==> src/rtl/bsg_fifo_rr_enq_scheduler.sv <==
// Round-robin enqueue scheduler sharing one small FIFO between several
// valid/ready producers. Each accepted beat is tagged with its source index,
// per-source FIFO occupancy is capped, and a multi-beat packet keeps the
// grant until its last beat. Occupancy credit returns via the dequeue tag.
module bsg_fifo_rr_enq_scheduler #(
    parameter  int unsigned num_req_p     = 4,
    parameter  int unsigned width_p       = 32,
    parameter  int unsigned max_per_src_p = 2,
    localparam int unsigned tag_width_lp  = (num_req_p > 1) ? $clog2(num_req_p) : 1,
    localparam int unsigned cnt_width_lp  = (max_per_src_p > 0) ? $clog2(max_per_src_p + 1) : 1
) (
    input  logic                              clk_i,
    input  logic                              reset_i,
    input  logic [num_req_p-1:0]              v_i,
    input  logic [num_req_p-1:0]              last_i,
    input  logic [num_req_p*width_p-1:0]      data_i,
    output logic [num_req_p-1:0]              ready_o,
    output logic                              fifo_v_o,
    output logic [tag_width_lp+width_p-1:0]   fifo_data_o,
    input  logic                              fifo_ready_i,
    input  logic                              deq_v_i,
    input  logic [tag_width_lp-1:0]           deq_tag_i
);

    logic [tag_width_lp-1:0] last_r;
    logic                    lock_r;
    logic [tag_width_lp-1:0] lock_tag_r;
    logic [cnt_width_lp-1:0] cnt_r [num_req_p];

    logic [num_req_p-1:0]    elig;
    logic                    grant_v;
    logic [tag_width_lp-1:0] grant;
    logic                    xfer;

    // A source may send only while it holds fewer than the quota in the FIFO
    always_comb begin
        for (int unsigned i = 0; i < num_req_p; i++) begin
            elig[i] = v_i[i] && (32'(cnt_r[i]) < max_per_src_p);
        end
    end

    // Grant selection: locked source only, else rotating priority after last_r
    always_comb begin
        logic [tag_width_lp-1:0] cand;
        grant_v = 1'b0;
        grant   = '0;
        cand    = '0;
        if (reset_i) begin
            grant_v = 1'b0;
        end else if (lock_r) begin
            if (elig[lock_tag_r]) begin
                grant_v = 1'b1;
                grant   = lock_tag_r;
            end
        end else begin
            // Scan farthest offset first so the nearest eligible source wins
            for (int unsigned k = num_req_p; k >= 1; k--) begin
                cand = tag_width_lp'((32'(last_r) + k) % num_req_p);
                if (elig[cand]) begin
                    grant_v = 1'b1;
                    grant   = cand;
                end
            end
        end
    end

    // Enqueue-side outputs are a direct combinational pass-through of the grant
    always_comb begin
        ready_o = '0;
        if (grant_v && fifo_ready_i) begin
            ready_o[grant] = 1'b1;
        end
        fifo_v_o    = grant_v;
        fifo_data_o = {grant, data_i[32'(grant)*width_p +: width_p]};
    end

    assign xfer = grant_v && fifo_ready_i;

    // Round-robin pointer and packet lock
    always_ff @(posedge clk_i or posedge reset_i) begin
        if (reset_i) begin
            last_r     <= tag_width_lp'(num_req_p - 1);
            lock_r     <= 1'b0;
            lock_tag_r <= '0;
        end else if (xfer) begin
            last_r <= grant;
            if (last_i[grant]) begin
                lock_r <= 1'b0;
            end else begin
                lock_r     <= 1'b1;
                lock_tag_r <= grant;
            end
        end
    end

    // Per-source occupancy: inc on enqueue, dec on dequeue, never wraps
    always_ff @(posedge clk_i or posedge reset_i) begin
        if (reset_i) begin
            for (int unsigned i = 0; i < num_req_p; i++) begin
                cnt_r[i] <= '0;
            end
        end else begin
            for (int unsigned i = 0; i < num_req_p; i++) begin
                logic inc;
                logic dec;
                inc = xfer && (grant == tag_width_lp'(i));
                dec = deq_v_i && (deq_tag_i == tag_width_lp'(i)) && (cnt_r[i] != '0);
                if (inc && !dec) begin
                    cnt_r[i] <= cnt_r[i] + cnt_width_lp'(1);
                end else if (dec && !inc) begin
                    cnt_r[i] <= cnt_r[i] - cnt_width_lp'(1);
                end
            end
        end
    end

`ifndef SYNTHESIS
    // Flag consumer protocol errors on the credit-return path
    always_ff @(posedge clk_i) begin
        if (!reset_i && deq_v_i) begin
            if (32'(deq_tag_i) >= num_req_p) begin
                $display("%m error: deque tag out of range %d", deq_tag_i);
            end else if (cnt_r[deq_tag_i] == '0) begin
                $display("%m error: deque underflow tag %d", deq_tag_i);
            end
        end
    end
`endif

endmodule

==> config.mk <==
export PLATFORM = sky130hd
export DESIGN_NAME = bsg_fifo_rr_enq_scheduler
export DESIGN_NICKNAME = d
export VERILOG_FILES = /design/src/rtl/bsg_fifo_rr_enq_scheduler.sv
export SDC_FILE = /design/constraint.sdc
export NUM_CORES = 1
export LEC_CHECK = 0
export ABC_CLOCK_PERIOD_IN_PS = 3050
export CAP_MARGIN = 40
export CORE_ASPECT_RATIO = 2
export CORE_MARGIN = 10
export CORE_UTILIZATION = 33
export CTS_CLUSTER_SIZE = 16
export DETAILED_ROUTE_END_ITERATION = 7
export PLACE_DENSITY = 0.81
export SYNTH_ARGS = -nofsm -noshare
export SYNTH_HDL_FRONTEND = slang
export SYNTH_SLANG_ARGS = --single-unit
==> constraint.sdc <==
create_clock -name clk_i -period 3.05 [get_ports clk_i]
set_input_delay 0.61 -clock clk_i [delete_from_list [all_inputs] [get_ports clk_i]]
set_output_delay 0.61 -clock clk_i [all_outputs]
set_load 0.02 [all_outputs]
## Word-level counts from Yosys, hierarchy flattened

Cells that the tools add are included.

| word-level totals | value |
|---|---|
| bits in registers | 13 |
| output and inout bits | 39 |

| cells by class | value |
|---|---|
| $add $sub $neg | 12 |
| order comparisons | 11 |
| eq/ne operators | 6 |
| shift-type cells | 1 |
| multiplexer cells | 38 |
| bitwise operators | 1 |
| reductions and logical operators | 45 |

Operators by type and width:

| operator | count |
|---|---|
| 128-bit by 8-bit indexed part select with 32-bit output | 1 |
| 2-bit 2-to-1 mux | 15 |
| 1-bit logical AND | 26 |
| 2-bit by 3-bit less-than comparator with 1-bit output, second input constant | 6 |
| 2-bit nonzero test | 8 |
| 1-bit 2-to-1 mux | 15 |
| 2-bit by 1-bit adder with 2-bit output, second input constant | 6 |
| 1-bit binary-select mux with 2-bit select | 6 |
| 2-bit == test, second input constant | 4 |
| 1-bit zero test | 8 |
| 2-bit less-than comparator, second input constant | 4 |
| 2-bit by 1-bit subtractor with 2-bit output, second input constant | 4 |
| 2-bit adder, second input constant | 2 |
| 2-bit by 1-bit == test with 1-bit output, second input constant | 2 |
| 2-bit zero test | 2 |
| 4-bit 2-to-1 mux | 1 |
| 1-bit demux with 2-bit select | 1 |
| 2-bit by 1-bit >= comparator with 1-bit output, second input constant | 1 |
| 2-bit AND reduction | 1 |
| 1-bit inverter | 1 |

## Logic depth before layout (Yosys ltp)

Gate-level depths: netlist of run 1.

| logic depth | value |
|---|---|
| depth in word-level cells | 16 |
| mapped depth | 13 |

## Worst setup path before layout of run 1

No wires, ideal clock.

| timing path | value |
|---|---|
| path type | input -> register |
| start point | in v_i[2] |
| end point | reg cnt_r[7] in the netlist's numbering |
| arrival | 2,902 ps |
| data required time | 2,925 ps |
| path slack | 23 ps |
| stages | 12 |
| path buffers | 2 |
| path through | nor2b_2 mux4_2 o21a_1 nand2_4 inv_4 buf_4 buf_2 nor2_1 ha_1 xor2_1 nor2_1 xor2_1 |

| between the ends | value |
|---|---|
| cells in the longest elaborated chain, start to end | 14 |
| elaborated cells on any way between the ends | 33 |

Ends and longest elaborated chain:

| what | RTL line | text |
|---|---|---|
| start, declared | 14 | `input logic [num_req_p-1:0] v_i,` |
| 1-bit logical AND (*) | 38 | `elig[i] = v_i[i] && (32'(cnt_r[i]) < max_per_src_p);` |
| 1-bit binary-select mux with 2-bit select | 59 | `if (elig[cand]) begin` |
| 1-bit 2-to-1 mux (implied by the code) | 59 |  |
| 2-bit 2-to-1 mux (4 in series) | 59 |  |
| 2-bit 2-to-1 mux (*) | 50 | `end else if (lock_r) begin` |
| 2-bit 2-to-1 mux (*) | 48 | `if (reset_i) begin` |
| via fifo_data_o[32] | 19 | `output logic [tag_width_lp+width_p-1:0] fifo_data_o,` |
| 2-bit zero test (*) | 106 | `inc = xfer && (grant == tag_width_lp'(i));` |
| 1-bit logical AND (*) | 106 |  |
| 1-bit zero test | 110 | `end else if (dec && !inc) begin` |
| 1-bit logical AND | 110 |  |
| 2-bit nonzero test (no line) | -- |  |
| end signal, assigned by index | 109 | `cnt_r[i] <= cnt_r[i] + cnt_width_lp'(1);` |
| end signal, assigned by index | 111 | `cnt_r[i] <= cnt_r[i] - cnt_width_lp'(1);` |
| end, declared | 28 | `logic [cnt_width_lp-1:0] cnt_r [num_req_p];` |

Mark *: on every way through the listed nets, which the timed path passes. The rest lies on a longest branch. The select of a mux whose other input is x is not followed.
A chain may end at the register's enable or synchronous reset.

## Worst setup path after layout of run 1

| timing path | value |
|---|---|
| start point | in v_i[1] |
| end point | out fifo_data_o[23] |

| between the ends | value |
|---|---|
| cells in the longest elaborated chain, start to end | 10 |
| elaborated cells on any way between the ends | 19 |

Ends and longest elaborated chain:

| what | RTL line | text |
|---|---|---|
| 1-bit logical AND (*) | 38 |  |
| 1-bit binary-select mux with 2-bit select | 59 |  |
| 1-bit 2-to-1 mux (implied by the code) | 59 |  |
| 2-bit 2-to-1 mux (4 in series) | 59 |  |
| 2-bit 2-to-1 mux (*) | 50 |  |
| 2-bit 2-to-1 mux (*) | 48 |  |
| 128-bit by 8-bit indexed part select with 32-bit output (*) | 74 | `fifo_data_o = {grant, data_i[32'(grant)*width_p +: width_p]};` |
| end, declared | 19 |  |

Mark *: on every way between the ends. The rest lies on a longest branch, timed or not. The select of a mux whose other input is x is not followed.

==> flow_results.org, run 1 <==
** GRT
- The first global-routing pass estimated 18100 µm of wire.
- Summed over all layers, the global routing overflow is 0.
- Entering global routing, the biggest net connects 29 pins.
- Number of antenna violations at the first check in global routing :: 0
- Number of global-route vias before repair :: 3357
- Combined global-route utilization of all metal layers :: 0.216

** Synth
- In the post-synthesis netlist, the biggest area contributors are sky130_fd_sc_hd__a211oi_2 15%, sky130_fd_sc_hd__dfrtp_1 13%, sky130_fd_sc_hd__nand2_1 13%, sky130_fd_sc_hd__nor2b_1 10%, sky130_fd_sc_hd__a31oi_1 9.8%.
- Fraction of registers with async set/reset :: 1.00
- After synthesis, the mean cell area works out to 7.28 µm².
- Cells after synthesis :: 290
- Synthesis warning total :: 0
- Sequential share of the synthesized area :: 0.155
- Yosys mapped a number of flops with a built-in enable equal to 0.
- In this run, synthesis produced a sequential element count of 13.
- Top FF cell, synth :: sky130_fd_sc_hd__dfrtp_1
- Area share of the leading cell type in the synthesized netlist :: 0.148
- The cell area that synthesis handed to floorplanning was approximately 2100 µm².
- Cell with the most instances after synthesis :: sky130_fd_sc_hd__nand2_1
- Largest area contributor in the synthesized netlist :: sky130_fd_sc_hd__a211oi_2
- Most numerous cell types in the synthesized netlist :: 73 x sky130_fd_sc_hd__nand2_1, 35 x sky130_fd_sc_hd__nor2b_1, 33 x sky130_fd_sc_hd__a31oi_1
- When the netlist entered floorplanning its net count stood at 436.
- Synthesis instantiated 44 different standard cells from the library.

** Critical path
- Destination of the critical timing path :: fifo_data_o[23]
- At the worst endpoint, the arrival time is about 2.5 ns.
- Worst path required time :: about 2.4 ns
- Worst reg2reg path startpoint :: cnt_r[5]
- The critical path is of the in -> out type.
- STA classifies the critical path endpoint as an output port.
- The worst setup path is launched from an input port.
- Worst reg2reg endpoint :: cnt_r[5]
- In this run the worst path has a maximum fanout of 7.
- The most critical setup path has its startpoint at v_i[1].
- The number of cells on the worst reg-to-reg path is 13.
- FF-to-FF setup slack :: ~0.28 ns

** Timing
- Fin crit period :: 3.09 ns
- Slew of the pin with the lowest slew margin :: approximately 0.26 ns
- The count of pins over their slew limit is 0.
- Derived from the worst setup path, the maximum achievable clock frequency is 323 MHz.
- Once routing completed, OpenROAD measured the worst setup slack at -0.0436 ns.
- Clock skew on the completed layout was measured at 0.000922 ns.
- Count of final hold-check violations :: 0
- In the finished design, the share of the clock period the worst path needs comes to 1.01.
- In this run the tightest slew margin relative to its limit is 0.823.
- Setup repair after global routing could not meet its margin everywhere.
- Setup violation total in the final timing report :: 6
- On the final layout, the worst hold slack is slightly above 0.5 ns.

** Clocking
- Clock slew at the register clock pins of the worst setup and hold paths :: 0.05 ns
- Quantity of hold-fixing buffers added after cts :: 0
- Maximum count of clock buffers along a single path :: 2
- Cts bufs inserted :: 3
- CTS built an H-tree with a depth of 1.
- TritonCTS built the clock tree.
- The clock net in this run drives a total of 13 sinks.
- For the worst-skew pair, the clock arrives at the later sink with an insertion delay of 0.24 ns.
- The root buffer cell chosen for the clock tree is sky130_fd_sc_hd__clkbuf_16.

** Power
- Static leakage power :: 2.05 nW
- Total chip power :: 0.00385 W
- Worst vdd rail ir drop :: a little over 0.6 mV
- For this design the ratio of total power to cell area is around 810 nW/µm².

** Cells and area
- For this run, the share of the core covered by cells in the final layout is 0.757.
- From synthesis to final layout, the design area changed by 124%.
- Count of nets after finishing :: 661
- Final design area excluding fillers :: 4740 µm²
- The repair_antennas step left the layout with diodes totalling 0.
- Share of layout cells above drive strength 1 :: 0.346
- Fill cell count :: 472
- In the final layout, the multi-input gates occupy approximately 1800 µm².
- Reg area :: 330 µm²

** Drt
- The detail route stage leaves a number of antenna-violating nets equal to 0.
- Via density :: between 5 and 6
- DR DRC count :: 0
- Initial drt markers :: 203
- WL/cell :: about 20 µm
- Total via count in the routed design :: roughly 3200
- DRT Wirelength :: about 12000 µm
- DR pass1 iterations :: 4

** Worst hold path
- The tightest min-delay check is of the reg -> reg type.

** Die
- Ports :: approximately 180
- The total area inside the core boundary comes to 6260 µm².
- The initial utilization of the core area, before any placement, comes to 0.337.
- From left edge to right edge, the die measures roughly 77 µm.
- Die area :: just over 10000 µm²
- Row cnt :: about 40
- Measured along the y axis, the die boundary spans around 130 µm.

** Placement
- Input/output buffers :: 180
- GP Congestion :: 1.01
- Summing all placed instances gives a cell area of 4290 µm².
- Summed over all nets, the half-perimeter wirelength after detailed placement is 9130 µm.

** Flow run
- Max-cap violations in this run came to 0.

** Outcome
- The final reports fail on negative setup slack.
- The run finished, with violations left.
-- sequential cells by signal (all words and copies together), names as in the netlist --
| signal | cells |
|---|---|
| last_r | 2 |
| lock_tag_r | 2 |
| cnt_r | 8 |
| lock_r | 1 |
-- metrics by stage --
stage | instances | TNS [ns] | setup slack (ns)
5_1_grt | 600 | -1.74 | -0.166
3_3_place_gp | 581 | -29.15 | -0.823
6_report | 600 | -0.149 | -0.0436
2_1_floorplan | 290 | 0 | 0.0228
4_1_cts | 598 | -0.168 | -0.0344
3_5_place_dp | 581 | -33.26 | -0.909
-- layout by cell type (no fill, tap or decap), types with 4 or more instances in the layout --
cell                              Yosys  layout
sky130_fd_sc_hd__buf_16               0       4
sky130_fd_sc_hd__dfrtp_1             11       9
sky130_fd_sc_hd__nor2_1              12      12
sky130_fd_sc_hd__inv_1                7       7
sky130_fd_sc_hd__buf_6                4       8
sky130_fd_sc_hd__buf_12               0       6
sky130_fd_sc_hd__nor2b_2              1      10
sky130_fd_sc_hd__xnor2_1              4       4
sky130_fd_sc_hd__clkbuf_16            0       4
sky130_fd_sc_hd__nor2b_1             35      11
sky130_fd_sc_hd__xor2_1               8       8
sky130_fd_sc_hd__ha_1                 4       4
sky130_fd_sc_hd__o21ai_1              3       4
sky130_fd_sc_hd__a31oi_1             33      33
sky130_fd_sc_hd__nor2b_4              0      15
sky130_fd_sc_hd__nand2_1             73      72
sky130_fd_sc_hd__buf_2                9       8
sky130_fd_sc_hd__nand2b_1             5       5
sky130_fd_sc_hd__clkdlybuf4s50_1      0     137
sky130_fd_sc_hd__buf_4                1      73
sky130_fd_sc_hd__a211oi_2            25      29
-- logic make-up after synthesis --
kind of cell,after synthesis,share of synthesized area
and+or+nand+nor,140,0.319
AOI/OAI and AO/OA,87,0.348
buffers and inverters,29,0.0741
DFF,13,0.155
xor gates and xnor gates,12,0.0498
muxes,5,0.0302
adders and majority gates,4,0.0237
-- repair_timing --
item / 4_1_cts / 5_1_grt
pin swaps: 17 / 13
gates resized for setup: 251 / 45
buffers inserted: 10 / 1
setup endpoints to repair: 42 / 38
gates cloned: 4 / 1
-- power by group --
group	internal, W	switching, W
clock network	0.000175	0.0000768
registers	0.000270	0.000114
logic	0.00157	0.00165
-- cell type report --
class	count	share of cell area
repair buffers	241	0.496
flip-flops and latches	13	0.0697
inverters	8	0.00792
well taps	86	0.0227
clock inverters	1	0.00106
multi-input cells	248	0.387
clock buffers	3	0.0158
-- worst max-delay path: stages --
cell,delay (ns)
sky130_fd_sc_hd__buf_6,0.10
sky130_fd_sc_hd__nor2b_4,0.13
sky130_fd_sc_hd__mux4_2,0.47
sky130_fd_sc_hd__o21a_4,0.23
sky130_fd_sc_hd__nand2_4,0.10
sky130_fd_sc_hd__inv_8,0.06
sky130_fd_sc_hd__buf_12,0.13
sky130_fd_sc_hd__buf_16,0.14
sky130_fd_sc_hd__nor2b_4,0.10
sky130_fd_sc_hd__a211oi_1,0.04
sky130_fd_sc_hd__a31oi_1,0.18
sky130_fd_sc_hd__buf_4,0.18
-- worst min-delay path by stage --
| stage | startpoint | to | cells past startpoint | slack, ns |
|---|---|---|---|---|
| 2_1_floorplan | last_r[1] | last_r[1] | 2 | 0.47 |
| 3_3_place_gp | cnt_r[6] | cnt_r[6] | 1 | 0.49 |
| 3_5_place_dp | cnt_r[4] | cnt_r[4] | 1 | 0.50 |
| 4_1_cts | cnt_r[4] | cnt_r[4] | 1 | 0.51 |
| 5_1_grt | cnt_r[4] | cnt_r[4] | 1 | 0.53 |
| 6_report | cnt_r[4] | cnt_r[4] | 1 | 0.51 |
-- per-layer routing --
| layer | share of wire | vias up | global-route usage |
|---|---|---|---|
| met5 | 0 | - | 0 |
| met4 | 0.039 | 0 | 0.0873 |
| met3 | 0.053 | 33 | 0.0364 |
| met2 | 0.55 | 165 | 0.414 |
| met1 | 0.36 | 1488 | 0.222 |
| li1 | - | 1485 | - |
Note: power is estimated with default switching activity, not from simulation.
==> run 2: changes to the inputs <==
--- a/config.mk
+++ b/config.mk
@@ -10,8 +10,10 @@
 export CORE_ASPECT_RATIO = 2
 export CORE_MARGIN = 10
 export CORE_UTILIZATION = 33
+export CTS_CLUSTER_DIAMETER = 60
 export CTS_CLUSTER_SIZE = 16
 export DETAILED_ROUTE_END_ITERATION = 7
+export HOLD_SLACK_MARGIN = 0.06
 export PLACE_DENSITY = 0.81
 export SYNTH_ARGS = -nofsm -noshare
 export SYNTH_HDL_FRONTEND = slang
==> results of run 2 <==
No change in the layout: final DEF, timing and power equal those of run 1.
==> run 3: changes to the inputs <==
--- a/config.mk
+++ b/config.mk
@@ -14,6 +14,7 @@
 export CTS_CLUSTER_SIZE = 16
 export DETAILED_ROUTE_END_ITERATION = 7
 export HOLD_SLACK_MARGIN = 0.06
+export MAX_ROUTING_LAYER = met4
 export PLACE_DENSITY = 0.81
 export SYNTH_ARGS = -nofsm -noshare
 export SYNTH_HDL_FRONTEND = slang
==> run 3 against run 2 <==
Compared with the run above:
- the run still ends with negative setup slack left
- register-to-register slack got worse by 0.03 ns
- non-clock buffer count increased by 4
- first-iteration DRC count decreased by 13%
- critical path depth is 1 lower
- power increased by 14%
- combinational power rose by 17%
- clock skew up 0.0020 ns
- sequential cell count did not move
- fmax decreased by 5.0%
- worst setup slack worse by 0.16 ns
- wire length grew 15%
- hold slack barely moved
- critical path type unchanged
==> flow_results.org, run 3 (synthesis gave the netlist of run 1 again) <==
** Drt
- DR pass1 iterations :: 5 (was 4)
- The routed wirelength normalized by instance count is 22.7 µm (was 19.9 µm).
- The initial detailed-routing violation count is 177 (was 203).
- The via density per instance came to 5.47 (was 5.29).
- The number of nets still failing antenna checks after routing came to 0 (unchanged).
- The number of remaining DRC errors was 0 (unchanged).
- Total via count in the routed design :: 3309 (was 3171)
- The routed wire length is 13700 µm (was 12000 µm).

** Timing
- The setup TNS was -4.81 ns (was -0.149 ns).
- Fin crit period :: 3.26 ns (was 3.09 ns)
- The number of endpoints failing setup at the final stage came to 32 (was 6).
- Slew of the pin with the lowest slew margin :: 0.364 ns (was 0.265 ns)
- The worst setup skew after layout is 0.00288 ns (was 0.000922 ns).
- Unrepaired setup endpoints after global routing :: yes (unchanged)
- Count of final hold-check violations :: 0 (unchanged)
- Final setup slack of the worst path :: -0.206 ns (was -0.0436 ns)
- Final Max Tran Viols :: 0 (unchanged)
- Fmax :: 307 MHz (was 323 MHz)
- The fraction of the cycle the final worst path needs is 1.07 (was 1.01).
- The relative max-transition margin is 0.756 (was 0.823).

** Die
- Die H :: 133 µm (unchanged)
- The standard cell core area was 6260 µm² (unchanged).
- Row cnt :: 41 (unchanged)
- Width of the die :: 76.6 µm (unchanged)
- The overall die area came to 10200 µm² (unchanged).
- Initial Utilization :: 0.337 (unchanged)
- Ports :: 181 (unchanged)

** Critical path
- Worst reg2reg endpoint :: cnt_r[7] (was cnt_r[5])
- Peak per-stage delay on the critical path :: 0.52 ns (was 0.47 ns)
- The source of the worst register-to-register timing path is cnt_r[5] (unchanged).
- The largest fanout on the critical path is 5 (was 7).
- The classification of the worst setup path is in -> out (unchanged).
- Crit path capture type :: output port (unchanged)
- The data arrival time at the worst-slack endpoint was 2.65 ns (was 2.48 ns).
- The library cell contributing the largest single delay on the critical path was sky130_fd_sc_hd__a311o_2 (was sky130_fd_sc_hd__mux4_2).
- The cell depth of the worst flop-to-flop path came to 14 (was 13).
- Crit path buf inv count :: 5 (unchanged)
- FF-to-FF setup slack :: 0.25 ns (was 0.28 ns)
- Top Family by Delay on Critical Path :: compound AO/OA/AOI/OAI gates (was buffers and inverters)
- Most Frequent Cell on Critical Path :: sky130_fd_sc_hd__buf_6 (was sky130_fd_sc_hd__nor2b_4)
- Startpoint kind of the worst setup timing path :: input port (unchanged)
- Worst path required time :: 2.44 ns (about the same)
- List of cells traversed by the critical path :: buf_6 -> nor2b_4 -> buf_6 -> o211ai_1 -> o211ai_1 -> a311o_2 -> buf_6 -> buf_8 -> a211oi_4 -> a31oi_1 -> buf_4 (was buf_6 -> nor2b_4 -> mux4_2 -> o21a_4 -> nand2_4 -> inv_8 -> buf_12 -> buf_16 -> nor2b_4 -> a211oi_1 -> a31oi_1 -> buf_4)

** Placement
- GP Congestion :: 1.00 (was 1.01)
- The port buffer count came to 180 (unchanged).
- Detailed placement HPWL :: 9000 µm (was 9130 µm)
- Worst slack at placement :: -0.828 ns (was -0.909 ns)

** Power
- Power density cells :: 862 nW/µm² (was 813 nW/µm²)
- The static leakage is 2.13 nW (was 2.05 nW).
- Worst vdd rail ir drop :: 0.599 mV (was 0.617 mV)
- The overall power of the completed layout is 0.00439 W (was 0.00385 W).

** GRT
- Number of global-route vias before repair :: 3564 (was 3357)
- The global-route congestion overflow total came to 0 (unchanged).
- Number of antenna violations at the first check in global routing :: 0 (unchanged)
- Combined global-route utilization of all metal layers :: 0.245 (was 0.216)
- The first-pass GRT wire length came to 19700 µm (was 18100 µm).
- The largest net degree at the start of global routing is 30 (was 29).

** Cells and area
- Register with the most flip-flops :: cnt_r (unchanged)
- Largest registers :: cnt_r x8, last_r x2, lock_tag_r x2 (unchanged)
- The final layout net count came to 666 (was 661).
- Number of flip-flops under the largest register name :: 8 (unchanged)
- The fraction of final layout cells with drive strength greater than 1 was 0.353 (was 0.346).
- The total inserted antenna cells was 0 (unchanged).
- The most common library cell in the layout ignoring fill and taps is sky130_fd_sc_hd__clkdlybuf4s50_1 (unchanged).
- Highest-count cells in the layout ignoring fill and taps: 137 x sky130_fd_sc_hd__clkdlybuf4s50_1, 72 x sky130_fd_sc_hd__nand2_1, 60 x sky130_fd_sc_hd__buf_4, 25 x sky130_fd_sc_hd__a31oi_1 (was 137 x sky130_fd_sc_hd__clkdlybuf4s50_1, 73 x sky130_fd_sc_hd__buf_4, 72 x sky130_fd_sc_hd__nand2_1, 33 x sky130_fd_sc_hd__a31oi_1, 29 x sky130_fd_sc_hd__a211oi_2).
- Layout overhead on the synthesized area :: 142% (was 124%)

** Worst hold path
- Classification of the worst-slack hold path :: reg -> reg (unchanged)
- The worst min-delay path startpoint is cnt_r[6] (was cnt_r[4]).
- Number of cells on the worst hold path :: 1 (unchanged)
- Worst Hold Path EP :: cnt_r[6] (was cnt_r[4])

** Clocking
- The TritonCTS buffer count came to 3 (unchanged).
- Clock tree root driver cell :: sky130_fd_sc_hd__clkbuf_16 (unchanged)
- Maximum count of clock buffers along a single path :: 2 (unchanged)
- The CTS clock-pin slew for the worst setup and hold paths is 0.04 ns (was 0.05 ns).
- Number of clock sinks :: 13 (unchanged)
- The latest clock arrival within the worst-skew pair is 0.24 ns (about the same).
- Clock tree from TritonCTS :: done (unchanged)
- Depth of the CTS H-tree :: 1 (unchanged)
- The count of hold buffers inserted by post-cts repair was 0 (unchanged).

** Outcome
- Failing checks :: negative setup slack (unchanged)
- Status :: finished with violations (unchanged)

** Flow run
- The max-cap violation count came to 0 (unchanged).
-- run 3: cell count changes in the layout (fill, tap and decap cells not counted), moves of 4 or more --
cell,delta
sky130_fd_sc_hd__nor2b_2,-6
sky130_fd_sc_hd__buf_4,-13
sky130_fd_sc_hd__a211oi_2,-9
sky130_fd_sc_hd__nor2b_1,+10
sky130_fd_sc_hd__a211oi_4,+11
sky130_fd_sc_hd__nor2_1,-4
sky130_fd_sc_hd__buf_6,+13
sky130_fd_sc_hd__a31oi_4,+7
sky130_fd_sc_hd__a31oi_1,-8
sky130_fd_sc_hd__nor2b_4,-4
sky130_fd_sc_hd__buf_16,+4
-- run 3: worst max-delay path by stage --
stage	depth (start not counted)	slack, ns	startpoint	end
5_1_grt	11	-0.29	v_i[2]	fifo_data_o[16]
4_1_cts	11	-0.06	v_i[0]	fifo_data_o[25]
3_5_place_dp	11	-0.83	v_i[2]	fifo_data_o[9]
3_3_place_gp	12	-0.79	v_i[0]	fifo_data_o[25]
2_1_floorplan	12	0.02	v_i[2]	cnt_r[7]
6_report	11	-0.21	v_i[1]	fifo_data_o[25]
-- run 3: layer usage --
layer | routed length [µm] | track usage | vias to the layer above
met4 | 680 | 0.102 | 0
met5 | 0 | - | -
met1 | 4720 | 0.239 | 1570
li1 | - | - | 1490
met3 | 940 | 0.0451 | 54
met2 | 7380 | 0.458 | 195
-- run 3: layout make-up --
| class | count | area [µm²] |
|---|---|---|
| timing repair buffer | 245 | 2530 |
| multi-input combinational | 249 | 2010 |
| fill | 403 | 1160 |
| sequential | 13 | 328 |
| tap | 86 | 108 |
| clock buffer | 4 | 78.8 |
| inverter | 8 | 37.5 |
-- run 3: power breakdown --
part / switching, W / leakage (nW) / total, W / internal, W
combinational: 0.00191 / 1.94 / 0.00376 / 0.00185
clock: 0.0000731 / 0.0382 / 0.000249 / 0.000176
sequential: 0.000119 / 0.151 / 0.000386 / 0.000267
-- run 3: timing repair --
item	CTS	global route
resized for setup	279	53
cloned	10	0
pin swaps	18	12
buffers inserted	11	8
setup endpoints to repair	41	40
-- run 3: worst reg2reg max path, delay by kind of cell, from the launching register on --
family / cells / cell delay [ns]
xor gates and xnor gates: 1 / 0.16
adders and majority gates: 1 / 0.33
DFF: 1 / 0.41
AOI/OAI and AO/OA: 3 / 0.74
buffers and inverters: 5 / 0.73
and+or+nand+nor: 4 / 0.36
-- run 3: through the flow --
| stage | instance area, µm² | std cells | util | hold slack, ns |
|---|---|---|---|---|
| after detailed placement | 4240 | 574 | 0.678 | 0.499 |
| after CTS | 4820 | 599 | 0.770 | 0.508 |
| after global routing | 5100 | 605 | 0.815 | 0.535 |
| after floorplan | 2110 | 290 | - | 0.470 |
| after global placement | 4240 | 574 | 0.678 | 0.484 |
| final | 5100 | 605 | 0.815 | 0.506 |
